File: src/rtl/instr_prefetch.sv
// Instruction prefetch queue: fetches sequential ROM words into a small circular
// buffer ahead of decode, with flush-and-refetch on redirect.
module instr_prefetch #(
  parameter int          DEPTH    = 4,
  parameter logic [31:0] RESET_PC = 32'h0000_0000
) (
  input  logic                     clock,
  input  logic                     reset,
  input  logic                     enable,
  output logic [7:0]               rom_address,
  input  logic [31:0]              rom_data,
  input  logic                     redirect,
  input  logic [31:0]              redirect_pc,
  input  logic                     ready,
  output logic                     valid,
  output logic [31:0]              instr,
  output logic [31:0]              pc,
  output logic [$clog2(DEPTH):0]   count
);

  localparam int PW = $clog2(DEPTH);
  localparam int CW = PW + 1;
  localparam logic [CW-1:0] DEPTH_C = CW'(DEPTH);

  logic [PW-1:0] head, tail;
  logic [CW-1:0] count_q;
  logic [31:0]   fetch_pc;
  logic [31:0]   pc_mem    [DEPTH];
  logic [31:0]   instr_mem [DEPTH];
  logic          pop, push;

  // Handshake: an entry transfers to decode on a rising edge where valid && ready;
  // valid never depends on ready, and a redirect in the same cycle cancels the transfer.
  assign valid = (count_q != '0);
  assign pop   = valid && ready && !redirect;
  // A pop in the same cycle frees a slot, so a full queue can still accept a push.
  assign push  = enable && !redirect && ((count_q < DEPTH_C) || pop);

  assign rom_address = fetch_pc[9:2];
  assign count       = count_q;
  assign instr       = valid ? instr_mem[head] : 32'h0;
  assign pc          = valid ? pc_mem[head]    : 32'h0;

  always_ff @(posedge clock or negedge reset) begin
    if (!reset) begin
      fetch_pc <= RESET_PC;
      head     <= '0;
      tail     <= '0;
      count_q  <= '0;
    end else if (redirect) begin
      fetch_pc <= redirect_pc & ~32'd3;
      head     <= '0;
      tail     <= '0;
      count_q  <= '0;
    end else begin
      if (push) begin
        tail     <= tail + PW'(1);
        fetch_pc <= fetch_pc + 32'd4;
      end
      if (pop) begin
        head <= head + PW'(1);
      end
      if (push && !pop) begin
        count_q <= count_q + CW'(1);
      end else if (pop && !push) begin
        count_q <= count_q - CW'(1);
      end
    end
  end

  // Storage is not reset; outputs are masked while the queue is empty.
  always_ff @(posedge clock) begin
    if (push) begin
      pc_mem[tail]    <= fetch_pc;
      instr_mem[tail] <= rom_data;
    end
  end

endmodule

File: config.mk
export PLATFORM = sky130hd
export DESIGN_NAME = instr_prefetch
export DESIGN_NICKNAME = d
export VERILOG_FILES = /design/src/rtl/instr_prefetch.sv
export SDC_FILE = /design/constraint.sdc
export NUM_CORES = 1
export LEC_CHECK = 0
export CORE_UTILIZATION = 60
export DETAILED_ROUTE_END_ITERATION = 8
export PLACE_DENSITY_LB_ADDON = 0.15
export SLEW_MARGIN = 25
export SYNTH_ARGS = -nofsm -noshare
export SYNTH_HDL_FRONTEND = slang
export SYNTH_SLANG_ARGS = --single-unit
export TNS_END_PERCENT = 30
File: constraint.sdc
create_clock -name clock -period 4.85 [get_ports clock]
set_input_delay 0.7275 -clock clock [delete_from_list [all_inputs] [get_ports clock]]
set_output_delay 0.7275 -clock clock [all_outputs]
set_load 0.005 [all_outputs]
==> results of run 1 <==
==> layout make-up <==
class / count / area, µm² / share of cell area, %
multi-input cells: 313 / 2984 / 21.35
clock buffers: 35 / 748.2 / 5.353
clock inverters: 16 / 75.07 / 0.5371
repair buffers: 144 / 1434 / 10.26
inverters: 9 / 33.78 / 0.2417
well taps: 260 / 325.3 / 2.327
flip-flops and latches: 285 / 8378 / 59.94
==> registers in the layout, indices dropped and copies added, names as in the netlist <==
name and count:
fetch_pc 30, count 3, pc_mem 120, tail 2
instr_mem 128, head 2
==> critical path: stages, from the launching register on <==
cell and delay (ns):
dfrtp_4 0.87, buf_12 0.36, mux4_2 0.54, and2_1 0.17, clkdlybuf4s50_1 0.48
==> cell families (layout without fill, tap and decap cells) <==
logic type,count (synthesis),in the layout,share of synthesized area (%)
AOI/OAI and AO/OA,34,34,1.579
xor gates and xnor gates,34,34,2.573
adders and majority gates,6,6,0.7137
buffers and inverters,50,204,2.011
DFF,285,285,72.36
muxes,64,64,12.25
other,1,2,0.03241
and+or+nand+nor,173,173,8.478
==> layer usage <==
| layer | GRT usage (%) | vias to the layer above |
|---|---|---|
| met5 | 0 | - |
| met4 | 7.437 | 0 |
| met3 | 3.159 | 30 |
| met2 | 39.38 | 178 |
| met1 | 30.01 | 3033 |
| li1 | - | 2759 |
==> power by group <==
part	internal [mW]	switching (mW)
combinational	1.21	0.750
clock	1.09	0.847
sequential	2.85	0.174
total	5.14	1.77
==> placed cells by master (no fill, tap or decap), drive strengths merged, types with 2 or more instances in the layout <==
cell type,Yosys,routed
nand3,14,14
clkdlybuf4s50,0,138
nand4,9,9
clkbuf,25,35
nor4,9,9
and3,3,3
nor2b,2,2
buf,16,6
ha,5,5
mux4,62,62
and2,67,67
o21ai,29,29
dfrtp,37,37
clkinv,0,14
or4,2,2
edfxtp,248,248
nand2,39,39
xnor2,23,23
nor3,8,8
nor2,14,14
conb,1,2
inv,9,10
xor2,11,11
==> metrics by stage <==
step                setup WS, ns  cells  hold WS (ns)
global route              0.9526   1062        0.3552
finish                     1.149   1062        0.3055
global placement           1.640   1011        0.5384
floorplan                  1.866    648        0.4319
detailed placement         1.634   1011        0.5633
CTS                        1.059   1062        0.3175
==> path summary, 6_finish.rpt <==
| kind | startpoint | end | slack (ns) | depth (start not counted) |
|---|---|---|---|---|
| worst min register to register | fetch_pc[22] | pc_mem[2][22] | 0.60 | 0 |
| max in group asynchronous | reset | head[0] | 3.93 | 1 |
| worst min-delay path | reset | head[0] | 0.31 | 1 |
| worst max-delay path | head[0] | pc[17] | 1.15 | 4 |
| min in group clock | fetch_pc[22] | pc_mem[2][22] | 0.60 | 0 |
| worst max register to register | count[2] | count[2] | 2.26 | 7 |
==> reports/qor.yml, run 1 <==
clock_tree:
  numCtsBuffers: 28
  clockBufferDepth: 3
  cts_num_sinks: 285
  postCtsResizedCells: 0
  cts_root_buf: "clkbuf_16"
  clock_latency_ns: 0.53
  clk_pin_slew_ns: 0.07
  ctsHtreeMaxLevel: 1
  cts_tree: "done"
  cts_hold_buf: 0
  post-cts-setup-buffers: 0
run:
  maxCapViolCount: 0
logic_synthesis:
  synth-edff-count: 248
  synth_seq_cells: 285
  synth_top_area_cell: "edfxtp_1"
  synth_warnings: 0
  syn_avg_cell_area_um2: 17.88
  synth.distinct_cells: 42
  synth_area_leaders: "edfxtp_1 (64%), mux4_2 (12%), dfrtp_1 (8.0%)"
  async_flop_share_pct: 12.98
  netlist_area_um2: 11570
  yosys.area.top_type_share_pct: 64.36
  yosysSeqAreaShare_pct: 72.36
  synth_flop_cell: "edfxtp_1"
  synthCells: 647
  synth_most_common_cell: "edfxtp_1"
  ys_top_cells_by_count: "edfxtp_1 (248), and2_1 (67), mux4_2 (62), nand2_1 (39), dfrtp_1 (37)"
timing:
  fin_tns_setup_ns: 0
  rsz0062_at_grt: "false"
  min_period_ns: 3.701
  hold_viol_final: 0
  worstMarginPinSlew_ns: 1.004
  clock_skew_ns: 0.01941
  slew_viol_final: 0
  fmax_ghz: 0.2702
  relSlewSlack_pct: 33.06
  setup_viol: 0
  fin_crit_sh_pct: 76.32
drt:
  wl_met1_um: 8608
  viasPerCell: 5.650
  top_layer: "met4"
  dr_total_vias: 6000
  drt_iter0_markers: 328
  routed_wl_um: 21550
  dr_wl_met2_um: 11230
  drtAntennaViolNets: 0
  wl_per_cell_um: 20.29
  dr.pass1.iters: 5
  dr_wl_met3_um: 1271
  drc: 0
pwr:
  power_density_nw_per_um2: 494.3
  p_total_mw: 6.909
  vdd_drop_max_uv: 556.1
  p_leak_nw: 4.566
worst_setup_path:
  crit_arrival_ns: 2.97
  endpoint_kind: "output port"
  crit_required_ns: 4.12
  worstPathMaxFanout: 34
  criticalPathCategory: "reg -> out"
  start_kind: "flop"
floorplan:
  dieWidth_um: 140.9
  die_y_um: 140.9
  start_util_pct: 61.45
  rows: 50
  ios: 145
  core_area_um2: 18830
  dieArea_um2: 19840
placed_design:
  dp_hpwl_um: 12310
  numPortBuffers: 140
  placed_area_um2: 13160
  place_congestion: 0.8338
global_route:
  grt-ovfl-total: 0
  grt_max_degree: 67
  track_usage_pct: 22.69
  grt_pass1_vias: 6347
  grt_pass1_wl_um: 34010
  antenna_found_initial: 0
finish:
  diodes: 0
  post-route-util_pct: 74.23
  postLayoutCellArea_um2: 13980
  drive_above_1_share_pct: 15.34
  final_nets: 856
  syn_to_final_growth_pct: 20.80
  fill_cells: 1118
min_path:
  min_path_type: "in -> async"
outcome:
  status: "finished clean"
No activity file was read; power rests on OpenSTA's default activity.
==> run 2: changes to the inputs <==
- CORE_UTILIZATION: 60 -> 55
- clock period: 4.85 -> 3.5 ns (I/O delays scaled with it)
==> reports/qor.yml, run 2 (synthesis results as in run 1) <==
worst_setup_path:
  start_kind: "flop"
  criticalPathCategory: "reg -> out"
  worstPathMaxFanout: 42  # +24%
  slowest_delay_ns: 0.87  # about the same
  crit_required_ns: 2.97  # -1.15 ns
  r2r-start: "count[0]"
  reg2reg_slack_ns: 0.69  # -1.57 ns
  endpoint_kind: "output port"
  r2r_end: "count[2]"
  cpMaxStageDelayCell: "or3_2"
  path_cells: "or3_2, buf_4, and2_1, clkdlybuf4s50_1"
  reg2reg_depth: 7  # unchanged
  crit_arrival_ns: 2.86  # -0.11 ns
floorplan:
  rows: 52  # +4.0%
  ios: 145  # unchanged
  core_area_um2: 20430  # +8.5%
  die_y_um: 147.0  # +4.4%
  dieWidth_um: 147.0  # +4.4%
  dieArea_um2: 21620  # +9.0%
  start_util_pct: 56.64  # -4.8 points
finish:
  drive_above_1_share_pct: 17.80  # +2.5 points
  final_cell_mix: "edfxtp_1 (248), clkdlybuf4s50_1 (138), and2_1 (63)"
  diodes: 0  # unchanged
  syn_to_final_growth_pct: 24.21
  largest_reg_flops: 128  # unchanged
  stdcell_count: 1090  # +2.6%
  largest-register: "instr_mem"
  final_common_cell: "edfxtp_1"
  postLayoutCellArea_um2: 14370  # +2.8%
  final_nets: 872  # +1.9%
  top_regs: "instr_mem: 128 flops, pc_mem: 120 flops, fetch_pc: 30 flops"
clock_tree:
  numCtsBuffers: 29  # +3.6%
  clk_pin_slew_ns: 0.06  # about the same
  post-cts-setup-buffers: 0  # unchanged
  cts_num_sinks: 285  # unchanged
  cts_root_buf: "clkbuf_16"
  ctsHtreeMaxLevel: 1  # unchanged
  cts_hold_buf: 0  # unchanged
  postCtsResizedCells: 0  # unchanged
  clock_latency_ns: 0.54  # about the same
  cts_tree: "done"
  clockBufferDepth: 3  # unchanged
placed_design:
  dp_hpwl_um: 13980  # +14%
  place_congestion: 0.7849  # -5.9%
  placed_area_um2: 13350  # +1.5%
  place_ws_ns: 0.6395  # -0.9944 ns
  numPortBuffers: 140  # unchanged
  dp.cells: 1036  # +2.5%
drt:
  dr_total_vias: 6161  # +2.7%
  drtAntennaViolNets: 0  # unchanged
  wl_met1_um: 9210  # +7.0%
  viasPerCell: 5.652  # about the same
  drc: 0  # unchanged
  drt_iter0_markers: 396  # +21%
  dr_wl_met2_um: 11400  # +1.5%
  wl_per_cell_um: 20.47  # +0.86%
  dr_wl_met3_um: 1242  # -2.3%
  routed_wl_um: 22310  # +3.5%
  dr.pass1.iters: 4  # -1
  top_layer: "met4"
timing:
  min_period_ns: 3.384
  fmax_ghz: 0.2955
  slew_viol_final: 0  # unchanged
  worst_slack_ns: 0.1161  # -1.033 ns
  fin_crit_sh_pct: 96.68
  setup_viol: 0  # unchanged
  worstMarginPinSlew_ns: 0.8540  # -0.1501 ns
  relSlewSlack_pct: 43.06  # +10 points
  hold_viol_final: 0  # unchanged
  holdWs_ns: 0.08875  # -0.2168 ns
  clock_skew_ns: 0.01666  # -0.002754 ns
  fin_tns_setup_ns: 0  # unchanged
  rsz0062_at_grt: "false"
pwr:
  power_density_nw_per_um2: 709.1  # +43%
  vdd_drop_max_uv: 501.1  # -9.9%
  p_leak_nw: 4.754  # +4.1%
global_route:
  grt_max_degree: 67  # unchanged
  grt-ovfl-total: 0  # unchanged
  grt_pass1_vias: 6486  # +2.2%
  track_usage_pct: 21.48  # -1.2 points
  grt_pass1_wl_um: 35200  # +3.5%
  antenna_found_initial: 0  # unchanged
outcome:
  status: "finished clean"
run:
  maxCapViolCount: 0  # unchanged
min_path:
  min_path_type: "in -> async"
run 2: cell count changes in the layout (fill, tap and decap cells not counted), sizes merged:
cell    previous run  this run
clkinv            14         8
inv               10        12
clkbuf            35        37
buf                6        21
bufinv             0         5
run 2: area by class of cell:
class,instances,area (µm²)
Sequential cell,285,8378
Fill cell,1348,6057
Multi-Input combinational cell,313,2980
Clock buffer,37,795.8
Inverter,9,33.78
Timing Repair Buffer,159,1622
Tap cell,270,337.8
Clock inverter,17,225.2
run 2: worst max path at each step:
stage / slack (ns) / from / end
2_1_floorplan: 0.72 / enable / instr_mem[0][0]
5_1_grt: 0.01 / count[2] / pc[28]
3_5_place_dp: 0.64 / ready / count[2]
4_1_cts: 0.11 / count[2] / pc[28]
6_report: 0.12 / count[0] / pc[28]
3_3_place_gp: 0.72 / count[0] / pc[28]
run 2: stage by stage:
stage          util [%]  power, mW
2_1_floorplan         -      5.590
3_3_place_gp      65.35      7.016
3_5_place_dp      65.35      7.076
4_1_cts           70.35      10.29
5_1_grt           70.35      10.65
6_report          70.35      10.19
run 2: worst max-delay path: cells and delay by family (launching register included):
family | cells | cell delay (ns)
buffers and inverters | 2 | 0.80
flip-flops | 1 | 0.44
AND/OR/NAND/NOR | 2 | 1.05
run 2: per-layer routing:
metal / vias to the layer above / track usage [%]
met2: 196 / 37.33
met3: 37 / 3.075
met1: 3147 / 28.59
met4: 0 / 5.876
li1: 2781 / -
met5: - / 0
run 2: power by group:
part           total (mW)  switching (mW)  internal, mW
logic                2.83            1.11          1.72
registers            4.15           0.206          3.94
clock network        3.22            1.24          1.98
total                10.2            2.55          7.64
==> run 3: changes to the inputs <==
- REMOVE_ABC_BUFFERS: unset -> 1
==> reports/qor.yml, run 3 (synthesis results as in run 1) <==
timing:
  slew_viol_final: 0  # unchanged
  min_period_ns: 3.235  # -0.1493 ns
  fin_tns_setup_ns: 0  # unchanged
  rsz0062_at_grt: "false"
  clock_skew_ns: 0.008780  # -0.007877 ns
  worstMarginPinSlew_ns: 0.9073  # +0.05323 ns
  hold_viol_final: 0  # unchanged
  relSlewSlack_pct: 39.52  # -3.5 points
  fmax_ghz: 0.3092  # +4.6%
  setup_viol: 0  # unchanged
  fin_crit_sh_pct: 92.42  # -4.3 points
  holdWs_ns: 0.1225  # +0.03379 ns
finish:
  drive_above_1_share_pct: 17.46  # -0.34 points
  diodes: 0  # unchanged
  final_nets: 872  # unchanged
  final_common_cell: "edfxtp_1"
  top_regs: "instr_mem: 128 flops, pc_mem: 120 flops, fetch_pc: 30 flops"
  syn_to_final_growth_pct: 23.92
  postLayoutCellArea_um2: 14340  # -0.23%
  final_cell_mix: "edfxtp_1 (248), clkdlybuf4s50_1 (138), and2_1 (63)"
  largest-register: "instr_mem"
  largest_reg_flops: 128  # unchanged
worst_setup_path:
  endpoint_kind: "output port"
  crit_required_ns: 2.97  # about the same
  start_kind: "flop"
  criticalPathCategory: "reg -> out"
  worstPathMaxFanout: 30  # -29%
  reg2reg_depth: 7  # unchanged
  crit_arrival_ns: 2.71  # -0.15 ns
drt:
  drtAntennaViolNets: 0  # unchanged
  drt_iter0_markers: 323  # -18%
  drc: 0  # unchanged
  dr.pass1.iters: 5  # +1
  routed_wl_um: 22800  # +2.2%
  wl_per_cell_um: 20.94  # +2.3%
  dr_total_vias: 6173  # +0.19%
  viasPerCell: 5.669  # +0.29%
global_route:
  track_usage_pct: 21.74  # +0.26 points
  use_met2_pct: 37.10  # -0.24 points
  grt-ovfl-total: 0  # unchanged
  grt_pass1_wl_um: 35920  # +2.1%
  grt_max_degree: 67  # unchanged
  grt_util_met1_pct: 30.03  # +1.4 points
  grtUsageMet3_pct: 3.199  # +0.12 points
  antenna_found_initial: 0  # unchanged
  grt_pass1_vias: 6577  # +1.4%
  top_usage_layer: "met2"
pwr:
  vdd_drop_max_uv: 538.5  # +7.5%
  p_leak_nw: 4.739  # -0.32%
  power_density_nw_per_um2: 705.6  # -0.50%
clock_tree:
  cts_root_buf: "clkbuf_16"
  clock_latency_ns: 0.52  # -0.02 ns
  ctsHtreeMaxLevel: 1  # unchanged
  cts_hold_buf: 0  # unchanged
  cts_num_sinks: 285  # unchanged
  numCtsBuffers: 29  # unchanged
  clk_pin_slew_ns: 0.06  # about the same
  clockBufferDepth: 3  # unchanged
  cts_tree: "done"
  postCtsResizedCells: 0  # unchanged
  post-cts-setup-buffers: 0  # unchanged
floorplan:
  dieWidth_um: 147.0  # unchanged
  rows: 52  # unchanged
  core_area_um2: 20430  # unchanged
  start_util_pct: 56.64  # unchanged
  die_y_um: 147.0  # unchanged
  ios: 145  # unchanged
  dieArea_um2: 21620  # unchanged
min_path:
  min_path_type: "in -> async"
placed_design:
  numPortBuffers: 140  # unchanged
  placed_area_um2: 13350  # unchanged
  dp_hpwl_um: 14250  # +1.9%
  place_congestion: 0.7968  # +1.5%
run:
  maxCapViolCount: 0  # unchanged
outcome:
  status: "finished clean"
[run 3: cell type report]
type,instances,area [µm²]
sequential,285,8378
clock inverter,12,186.4
inverter,9,33.78
multi-input combinational,313,2980
timing repair buffer,159,1622
clock buffer,41,800.8
tap,270,337.8
fill,1355,6091
[run 3: routing by layer]
metal / wire length [µm] / part of all wire, %
met4: 286 / 1.3
met2: 11740 / 52
met5: 0 / 0
met3: 1172 / 5.1
met1: 9599 / 42
[run 3: per-stage QoR]
stage	power [mW]	util (%)	setup slack, ns	cells
floorplan	5.553	-	-0.3662	607
global placement	7.040	65.35	0.6525	1036
detailed placement	7.101	65.35	0.5435	1036
CTS	10.24	70.19	0.2248	1089
global route	10.56	70.19	0.1537	1089
finish	10.12	70.19	0.2654	1089
[run 3: critical path, stage by stage (launching register included)]
cell and delay (ns):
dfrtp_4 0.62, buf_12 0.31, mux4_2 0.58, and2_1 0.20, clkdlybuf4s50_1 0.44
[run 3: path summary, 6_finish.rpt]
path | startpoint | to | slack (ns)
min in group clock | fetch_pc[31] | pc_mem[2][31] | 0.54
worst max register to register | count[2] | count[2] | 0.87
max in group asynchronous | reset | head[0] | 2.71
worst max-delay path | head[0] | pc[5] | 0.27
worst min register to register | fetch_pc[31] | pc_mem[2][31] | 0.54
worst min-delay path | reset | count[0] | 0.12
[run 3: power by group]
group	switching (mW)	leakage [nW]	internal (mW)	total [mW]
Sequential	0.185	2.71	3.94	4.13
Clock	1.18	0.482	1.95	3.13
Combinational	1.12	1.55	1.74	2.86
Total	2.48	4.74	7.63	10.1
